$ cat config.mk
export PLATFORM = sky130hd
export DESIGN_NAME = ri5cy_ahb_bridge_pipe
export DESIGN_NICKNAME = d
export VERILOG_FILES = /design/src/rtl/ri5cy_ahb_bridge_pipe.sv
export SDC_FILE = /design/constraint.sdc
export NUM_CORES = 1
export LEC_CHECK = 0
export CORE_MARGIN = 4
export CORE_UTILIZATION = 30
export CTS_BUF_LIST = sky130_fd_sc_hd__clkbuf_8 sky130_fd_sc_hd__clkbuf_16
export DETAILED_ROUTE_END_ITERATION = 10
export GPL_TIMING_DRIVEN = 0
export PLACE_DENSITY = 0.76
export SLEW_MARGIN = 30
export SYNTH_ARGS = -nofsm -noshare
export SYNTH_HDL_FRONTEND = slang
export SYNTH_SLANG_ARGS = --single-unit
$ cat constraint.sdc
create_clock -name core_clk -period 2.65 [get_ports core_clk]
set_clock_uncertainty 0.2 [all_clocks]
set_input_delay 0.53 -clock core_clk [delete_from_list [all_inputs] [get_ports core_clk]]
set_output_delay 0.53 -clock core_clk [all_outputs]
set_load 0.01 [all_outputs]
$ cat src/rtl/ri5cy_ahb_bridge_pipe.sv
// Core-side req/gnt/rvalid bus to AHB-Lite single-transfer master bridge.
// The address phase is combinational and the data phase is tracked by a small FSM.
module ri5cy_ahb_bridge_pipe #(
    parameter int unsigned                AHB_ADDR_WIDTH = 32,
    parameter int unsigned                AHB_DATA_WIDTH = 32,
    parameter logic [AHB_ADDR_WIDTH-1:0]  ADDR_BASE      = '0,
    parameter logic [AHB_ADDR_WIDTH-1:0]  ADDR_SIZE      = AHB_ADDR_WIDTH'(32'h2000_0000),
    parameter logic [3:0]                 HPROT_VAL      = 4'b0011
) (
    input  logic                          core_clk,
    input  logic                          core_rst,
    input  logic                          req_i,
    input  logic                          we_i,
    input  logic [AHB_DATA_WIDTH/8-1:0]   be_i,
    input  logic [AHB_ADDR_WIDTH-1:0]     addr_i,
    input  logic [AHB_DATA_WIDTH-1:0]     wdata_i,
    output logic                          gnt_o,
    output logic                          rvalid_o,
    output logic [AHB_DATA_WIDTH-1:0]     rdata_o,
    output logic                          err_o,
    output logic                          hsel_o,
    output logic [AHB_ADDR_WIDTH-1:0]     haddr_o,
    output logic [AHB_DATA_WIDTH-1:0]     hwdata_o,
    output logic                          hwrite_o,
    output logic [2:0]                    hsize_o,
    output logic [2:0]                    hburst_o,
    output logic [3:0]                    hprot_o,
    output logic [1:0]                    htrans_o,
    output logic                          hmastlock_o,
    output logic                          hready_o,
    input  logic [AHB_DATA_WIDTH-1:0]     hrdata_i,
    input  logic                          hreadyout_i,
    input  logic                          hresp_i,
    output logic [15:0]                   err_cnt_o
);

    localparam int unsigned DB  = AHB_DATA_WIDTH / 8;
    localparam int unsigned DBW = $clog2(DB);

    typedef enum logic [1:0] {
        DP_IDLE,
        DP_BUS,
        DP_OOR,
        DP_ERR
    } dp_state_e;

    dp_state_e                   state_q, state_d;
    logic                        we_q, we_d;
    logic [AHB_DATA_WIDTH-1:0]   hwdata_q, hwdata_d;
    logic [15:0]                 err_cnt_q, err_cnt_d;

    logic [AHB_ADDR_WIDTH-1:0]   addr_off;
    logic                        in_range;
    logic                        accept;
    logic [DBW-1:0]              lo_idx;
    logic [DBW-1:0]              addr_lo;
    logic [2:0]                  size;
    logic                        rvalid;
    logic                        err;
    logic [AHB_DATA_WIDTH-1:0]   rdata;
    logic                        phase_done;

    assign addr_off = addr_i - ADDR_BASE;
    assign in_range = (addr_off < ADDR_SIZE);
    // Reset masks the handshake so nothing is granted or issued while held.
    assign accept   = req_i & hreadyout_i & ~core_rst;

    assign gnt_o       = accept;
    assign hsel_o      = accept & in_range;
    assign htrans_o    = (accept & in_range) ? 2'b10 : 2'b00;
    assign hwrite_o    = we_i;
    assign hsize_o     = size;
    assign haddr_o     = {addr_i[AHB_ADDR_WIDTH-1:DBW], addr_lo};
    assign hwdata_o    = hwdata_q;
    assign hburst_o    = 3'b000;
    assign hmastlock_o = 1'b0;
    assign hprot_o     = HPROT_VAL;
    assign hready_o    = hreadyout_i;
    assign err_cnt_o   = err_cnt_q;
    assign rvalid_o    = rvalid;
    assign err_o       = err;
    assign rdata_o     = rdata;

    // Unrecognised byte-enable patterns fall back to a full-width aligned access.
    always_comb begin
        lo_idx  = '0;
        size    = 3'(DBW);
        addr_lo = '0;
        for (int i = DB - 1; i >= 0; i--) begin
            if (be_i[i]) lo_idx = DBW'(i);
        end
        if ($countones(be_i) == 1) begin
            size    = 3'd0;
            addr_lo = lo_idx;
        end
        for (int k = 0; k < DB / 2; k++) begin
            if (be_i == (DB'(2'b11) << (2 * k))) begin
                size    = 3'd1;
                addr_lo = lo_idx;
            end
        end
        for (int k = 0; k < DB / 4; k++) begin
            if (be_i == (DB'(4'hF) << (4 * k))) begin
                size    = 3'd2;
                addr_lo = lo_idx;
            end
        end
        if (DB == 8 && (&be_i)) begin
            size    = 3'd3;
            addr_lo = '0;
        end
    end

    always_comb begin
        state_d    = state_q;
        rvalid     = 1'b0;
        err        = 1'b0;
        rdata      = '0;
        phase_done = 1'b0;
        case (state_q)
            DP_IDLE: phase_done = 1'b1;
            DP_BUS: begin
                if (hreadyout_i) begin
                    rvalid     = 1'b1;
                    err        = hresp_i;
                    rdata      = (hresp_i || we_q) ? '0 : hrdata_i;
                    phase_done = 1'b1;
                end else if (hresp_i) begin
                    state_d = DP_ERR;
                end
            end
            DP_ERR: begin
                if (hreadyout_i) begin
                    rvalid     = 1'b1;
                    err        = 1'b1;
                    phase_done = 1'b1;
                end
            end
            DP_OOR: begin
                rvalid     = 1'b1;
                err        = 1'b1;
                phase_done = 1'b1;
            end
            default: state_d = DP_IDLE;
        endcase
        if (accept) begin
            state_d = in_range ? DP_BUS : DP_OOR;
        end else if (phase_done) begin
            state_d = DP_IDLE;
        end
        if (core_rst) begin
            rvalid = 1'b0;
            err    = 1'b0;
            rdata  = '0;
        end
    end

    always_comb begin
        we_d      = accept ? we_i : we_q;
        hwdata_d  = (accept && we_i) ? wdata_i : hwdata_q;
        err_cnt_d = err_cnt_q;
        if (rvalid && err && (err_cnt_q != 16'hFFFF)) begin
            err_cnt_d = err_cnt_q + 16'd1;
        end
    end

    always_ff @(posedge core_clk) begin
        if (core_rst) begin
            state_q   <= DP_IDLE;
            we_q      <= 1'b0;
            hwdata_q  <= '0;
            err_cnt_q <= '0;
        end else begin
            state_q   <= state_d;
            we_q      <= we_d;
            hwdata_q  <= hwdata_d;
            err_cnt_q <= err_cnt_d;
        end
    end

endmodule

==> impl_metrics.json, run 1 <==
{
  "crit_chain": "buf_8, inv_4, fa_1, inv_1, ha_2, ha_4, nor2_4, and2_4, nand2_2, a211oi_2, buf_2",
  "antenna_found_initial": 0,
  "synth_top_family_by_area": "simple AND/OR/NAND/NOR gates",
  "end_kind": "primary output",
  "seq_area_um2": 1020,
  "hold_depth": 2,
  "p_int_mw": 1.22,
  "finalWorstSetupSlack_ns": -0.376,
  "num-nets-final": 698,
  "ios": 237,
  "maxCapViolCount": 0,
  "power_switching_uw": 437,
  "tns_ns": -1.04,
  "cts_max_level": 2,
  "cts_root_buf": "clkbuf_8",
  "hold_viol": 0,
  "max_freq_ghz": 0.330,
  "syn_inst": 371,
  "drc": 0,
  "reg2reg_depth": 6,
  "grt_max_degree": 20,
  "comb_power_share": 0.239,
  "clkPwrFrac": 0.288,
  "numCtsBuffers": 5,
  "grt_usage": 0.166,
  "dieHeight_um": 107,
  "worstSetupPathType": "input pin to primary output",
  "maxSlewViolCount": 0,
  "grt_pass1_wl_um": 15800,
  "status": "complete, but fails checks",
  "n_fill_cell": 897,
  "diodes": 0,
  "row_count": 35,
  "dieArea_um2": 11400,
  "required_ns": 1.92,
  "vdd_ir_drop_max_uv": 230,
  "final_util": 0.557,
  "synthMuxAreaShare": 0.0260,
  "worst-path-buf-inv": 4,
  "area_growth_pct": 77.6,
  "power_mw": 1.66,
  "ys_types": 51,
  "drtIter0Drc": 98,
  "critical_path.top_delay_family": "adder cells",
  "clk_pin_slew_ns": 0.09,
  "drt_wl_total_um": 10100,
  "worst-path-stages": 11,
  "antenna_left": 0,
  "worst_pin_slew_ns": 0.546,
  "rsz0062_at_grt": "true",
  "ys_seq_area_frac": 0.347,
  "relSlewSlack": 0.636,
  "synth_area_leaders": "dfxtp_1 (35%), buf_4 (11%), nand2_1 (9.3%)",
  "wl_per_cell_um": 14.1,
  "hpwl_um": 8270,
  "p_per_area_nw_per_um2": 318,
  "yosysTopAreaCell": "dfxtp_1",
  "cp_max_fo": 3,
  "synth-compound-area-share": 0.138,
  "holdBufCountCts": 0,
  "arrival_ns": 2.30,
  "synthSimpleGateAreaFrac": 0.294,
  "leakage_nw": 2.13,
  "clock_path_buffers": 2,
  "grt_pass1_vias": 3234,
  "yosys_register_bits": 51,
  "synth_xor_area_frac": 0,
  "violations": "setup timing",
  "slowest_stage": "fa_1",
  "final_layout_size_suffix_gt1_frac": 0.211,
  "die-width_um": 107,
  "clock_latency_ns": 0.30,
  "multi_input_area_um2": 1530,
  "cpPeakStageDelay_ns": 0.52,
  "yosysWarnings": 0,
  "gp_congestion": 0.788,
  "start_util": 0.314,
  "dr.pass1.iters": 4,
  "switching_share": 0.263,
  "num_vias": 3334,
  "hold_class": "flop to flop",
  "coreArea_um2": 9370,
  "cts_tree": "built",
  "power.sequential.fraction": 0.472,
  "avgViaCountPerCell": 4.66,
  "finalCritPeriodShare": 1.14,
  "overflow": 0,
  "synth_area_per_cell_um2": 7.93,
  "period_minus_slack_ns": 3.03,
  "yosys.area.top_type_share": 0.347,
  "io_buffers": 197,
  "crit_path_start_kind": "input pin",
  "synth_adder_area_share": 0.0281,
  "finalSetupViolCount": 3,
  "clock-sinks": 51,
  "netlist_area_um2": 2940
}
[cell type report]
| class | instances | share of cell area |
|---|---|---|
| Buffer | 60 | 0.0870 |
| Clock buffer | 5 | 0.0132 |
| Clock inverter | 3 | 0.00503 |
| Inverter | 12 | 0.0120 |
| Multi-Input combinational cell | 254 | 0.292 |
| Sequential cell | 51 | 0.196 |
| Tap cell | 129 | 0.0309 |
| Timing Repair Buffer | 202 | 0.364 |
[synthesized netlist by cell type (all sizes together)]
| cell | n |
|---|---|
| nor4 | 4 |
| dfxtp | 51 |
| nor4b | 2 |
| and3b | 1 |
| and3 | 3 |
| a31oi | 3 |
| or2 | 2 |
| o31ai | 2 |
| nand2b | 1 |
| nand2 | 73 |
| o21a | 1 |
| ha | 5 |
| a211oi | 2 |
| mux2 | 5 |
| nor2b | 7 |
| clkbuf | 9 |
| and2 | 35 |
| a21oi | 41 |
| nand4 | 6 |
| o311ai | 5 |
| o21ai | 3 |
| inv | 12 |
| buf | 53 |
| a311oi | 4 |
| or4 | 1 |
| mux2i | 2 |
| or3 | 3 |
| o211ai | 1 |
| o41ai | 4 |
| conb | 2 |
| fa | 1 |
| and4 | 1 |
| nand3 | 8 |
| nor3 | 4 |
| a41oi | 1 |
| nor2 | 13 |
[path summary, 6_finish.rpt]
path | from | to | slack (ns)
min reg2reg | hwdata_o[27] | hwdata_o[27] | 0.26
max reg2reg | err_cnt_o[0] | err_cnt_o[5] | 0.29
min | hwdata_o[27] | hwdata_o[27] | 0.26
max | be_i[0] | haddr_o[1] | -0.38
[cells in the final DEF (no fill, tap or decap), types with 2 or more instances in the layout]
master           instances
a211oi_2                 2
a21oi_1                 41
a311oi_1                 3
a31oi_1                  3
and2_1                  34
buf_2                   29
buf_4                   48
buf_6                    3
clkbuf_1                 2
clkbuf_8                 9
clkdlybuf4s15_1          4
clkdlybuf4s15_2          2
clkdlybuf4s50_1        152
conb_1                  10
dfxtp_1                 51
dlygate4sd2_1           14
ha_1                     3
inv_1                    7
inv_2                    2
inv_4                    2
inv_6                    2
mux2_1                   4
mux2i_1                  2
nand2_1                 72
nand3_1                  7
nand4_1                  6
nor2_1                  12
nor2b_1                  7
nor3_1                   4
nor4_4                   2
nor4b_2                  2
o311ai_0                 2
o311ai_1                 3
o31ai_1                  2
o41ai_1                  4
or3_1                    2
[tightest hold or removal path: cells and delay by family (launching register included)]
| family | cells | cell delay [ns] |
|---|---|---|
| AO/OA/AOI/OAI | 1 | 0.05 |
| AND/OR/NAND/NOR | 1 | 0.05 |
| flip-flops | 1 | 0.32 |
[flip-flops by register name, indices dropped and copies added, names as in the netlist]
name,flops
err_cnt_o,16
hwdata_o,32
state_q,2
we_q,1
[power groups by stage]
| stage | Clock, mW | Sequential, mW | Combinational [mW] |
|---|---|---|---|
| 6_report | 0.479 | 0.785 | 0.398 |
| 5_1_grt | 0.534 | 0.786 | 0.431 |
| 4_1_cts | 0.497 | 0.785 | 0.397 |
| 3_5_place_dp | 0 | 0.802 | 0.383 |
| 3_3_place_gp | 0 | 0.802 | 0.377 |
| 2_1_floorplan | 0 | 0.806 | 0.148 |
[per-layer routing]
metal | share of wire | global-route usage
met1 | 0.39 | 0.190
met2 | 0.52 | 0.309
met3 | 0.077 | 0.0482
met4 | 0.0055 | 0.0247
met5 | 0 | 0
[metrics by stage]
| step | worst slack, ns | instance area, um^2 | cells | hold slack [ns] |
|---|---|---|---|---|
| floorplan | -0.231 | 3000 | 379 | 0.261 |
| global placement | -1.51 | 5130 | 705 | 0.241 |
| detailed placement | -1.56 | 5130 | 705 | 0.245 |
| global route | -0.475 | 5220 | 716 | 0.280 |
| finish | -0.376 | 5220 | 716 | 0.257 |
| CTS | -0.377 | 5210 | 716 | 0.260 |
[cells by family after synthesis]
kind of cell	Yosys count
AOI/OAI and AO/OA	67
DFF	51
buffers and inverters	74
other	2
adders and majority gates	6
and+or+nand+nor	164
muxes	7
[repair_timing]
item / in CTS / in global routing
setup buffers: 5 / 0
resized for setup: 157 / 3
setup endpoints to repair: 41 / 27
pin swaps: 10 / 3
No activity file was read; power rests on OpenSTA's default activity.
==> run 2: changes to the inputs <==
--- a/config.mk
+++ b/config.mk
@@ -10,6 +10,8 @@
 export CTS_BUF_LIST = sky130_fd_sc_hd__clkbuf_8 sky130_fd_sc_hd__clkbuf_16
 export DETAILED_ROUTE_END_ITERATION = 10
 export GPL_TIMING_DRIVEN = 0
+export HOLD_SLACK_MARGIN = 0.06
+export MAX_ROUTING_LAYER = met4
 export PLACE_DENSITY = 0.76
 export SLEW_MARGIN = 30
 export SYNTH_ARGS = -nofsm -noshare
==> impl_metrics.json, run 2 (same netlist as run 1, synthesis figures left out) <==
{
  "status": "complete, but fails checks",
  "violations": "setup timing",
  "leakage_nw": 2.13,
  "drtIter0Drc": 122,
  "coreArea_um2": 9370,
  "worst_pin_slew_ns": 0.546,
  "cts_tree": "built",
  "area_growth_pct": 77.6,
  "hold_class": "flop to flop",
  "crit_path_start_kind": "input pin",
  "drc": 0,
  "reg2reg_from": "err_cnt_o[0]",
  "hold_depth": 2,
  "power.sequential.fraction": 0.472,
  "avgViaCountPerCell": 4.68,
  "n_fill_cell": 897,
  "period_minus_slack_ns": 3.03,
  "place_inst": 705,
  "hold_viol": 0,
  "maxCapViolCount": 0,
  "row_count": 35,
  "grt_pass1_wl_um": 15800,
  "vdd_ir_drop_max_uv": 231,
  "layout_common_cells": "clkdlybuf4s50_1 (152), nand2_1 (72), dfxtp_1 (51)",
  "switching_share": 0.264,
  "relSlewSlack": 0.636,
  "crit_path_start": "be_i[0]",
  "dieHeight_um": 107,
  "clock_path_buffers": 2,
  "num-nets-final": 698,
  "drt_wl_total_um": 10100,
  "clk_pin_slew_ns": 0.09,
  "required_ns": 1.92,
  "clkPwrFrac": 0.289,
  "hpwl_um": 8270,
  "finalCritPeriodShare": 1.14,
  "dieArea_um2": 11400,
  "ios": 237,
  "arrival_ns": 2.30,
  "crit_end": "haddr_o[1]",
  "power_switching_uw": 438,
  "finalSetupViolCount": 3,
  "numCtsBuffers": 5,
  "num_vias": 3350,
  "rsz0062_at_grt": "true",
  "diodes": 0,
  "comb_power_share": 0.239,
  "antenna_left": 0,
  "grt_usage": 0.171,
  "wl_per_cell_um": 14.1,
  "final_layout_size_suffix_gt1_frac": 0.211,
  "end_kind": "primary output",
  "cts_root_buf": "clkbuf_8",
  "max_freq_ghz": 0.330,
  "worstSetupPathType": "input pin to primary output",
  "start_util": 0.314,
  "clock-sinks": 51,
  "cp_max_fo": 3,
  "reg2reg_depth": 6,
  "r2r_slack_ns": 0.29,
  "clock_latency_ns": 0.31,
  "layout_commonest_cell": "clkdlybuf4s50_1",
  "finalWorstSetupSlack_ns": -0.376,
  "hold_slack_ns": 0.257,
  "grt_max_degree": 20,
  "die-width_um": 107,
  "worstReg2RegEnd": "err_cnt_o[5]",
  "maxSlewViolCount": 0,
  "grt_use_met3": 0.0439,
  "holdBufCountCts": 0,
  "grt_use_met1": 0.194,
  "cts_max_level": 2,
  "dr.pass1.iters": 4,
  "stdcell_count": 716,
  "p_per_area_nw_per_um2": 318,
  "grt_busiest_layer": "met2",
  "gp_congestion": 0.799,
  "grtUsageMet2": 0.309,
  "grt_pass1_vias": 3235,
  "p_int_mw": 1.22,
  "overflow": 0,
  "final_util": 0.557,
  "largest_reg_flops": 32,
  "io_buffers": 197,
  "antenna_found_initial": 0
}
## run 2: cell counts in the layout (fill, tap and decap cells not counted)
Identical to the previous run, type by type.
## run 2: power by group through the flow
stage          combinational [mW]  sequential [mW]  clock [mW]
2_1_floorplan               0.148            0.806           0
3_3_place_gp                0.377            0.802           0
3_5_place_dp                0.383            0.802           0
4_1_cts                     0.397            0.785       0.497
5_1_grt                     0.431            0.786       0.536
6_report                    0.397            0.785       0.481
## run 2: timing repair
action / 4_1_cts / 5_1_grt
setup buffers: 5 / 0
gates resized for setup: 157 / 3
pin swaps: 10 / 3
setup endpoints to repair: 41 / 27
## run 2: final cells by class
class	instances	area, um^2	share of cell area
plain buffers	60	454	0.0870
well taps	129	161	0.0309
clock buffers	5	68.8	0.0132
inverters	12	62.6	0.0120
flip-flops and latches	51	1020	0.196
multi-input cells	254	1530	0.292
clock inverters	3	26.3	0.00503
repair buffers	202	1900	0.364
## run 2: how the worst min path moves through the flow
stage	startpoint	end	slack, ns
after floorplan	we_q	we_q	0.26
after global placement	hwdata_o[29]	hwdata_o[29]	0.24
after detailed placement	hwdata_o[2]	hwdata_o[2]	0.25
after CTS	hwdata_o[2]	hwdata_o[2]	0.26
after global routing	hwdata_o[16]	hwdata_o[16]	0.28
final	hwdata_o[27]	hwdata_o[27]	0.26
## run 2: metal layers
layer	wire [um]	up-vias
li1	-	1631
met1	3970	1550
met2	5260	158
met3	770	11
met4	73	0
met5	0	-
## run 2: metrics by stage
step                      instance area [um^2]  TNS [ns]  power (mW)  worst slack (ns)
after CTS                                 5210     -1.02        1.68            -0.377
after global placement                    5130    -33.10        1.18             -1.51
after floorplan                           3000    -0.484       0.954            -0.231
final                                     5220     -1.05        1.66            -0.376
after global routing                      5220     -1.35        1.75            -0.475
after detailed placement                  5130    -33.83        1.19             -1.56
## run 2: critical path, cell delays in order
cell,delay [ns]
buf_8,0.08
inv_4,0.03
fa_1,0.52
inv_1,0.05
ha_2,0.18
ha_4,0.22
nor2_4,0.10
and2_4,0.17
nand2_2,0.05
a211oi_2,0.21
buf_2,0.16
==> run 3: changes to the inputs <==
--- a/config.mk
+++ b/config.mk
@@ -11,7 +11,6 @@
 export DETAILED_ROUTE_END_ITERATION = 10
 export GPL_TIMING_DRIVEN = 0
 export HOLD_SLACK_MARGIN = 0.06
-export MAX_ROUTING_LAYER = met4
 export PLACE_DENSITY = 0.76
 export SLEW_MARGIN = 30
 export SYNTH_ARGS = -nofsm -noshare
==> results of run 3 <==
Final layout, timing and power as in run 1 (identical DEF).
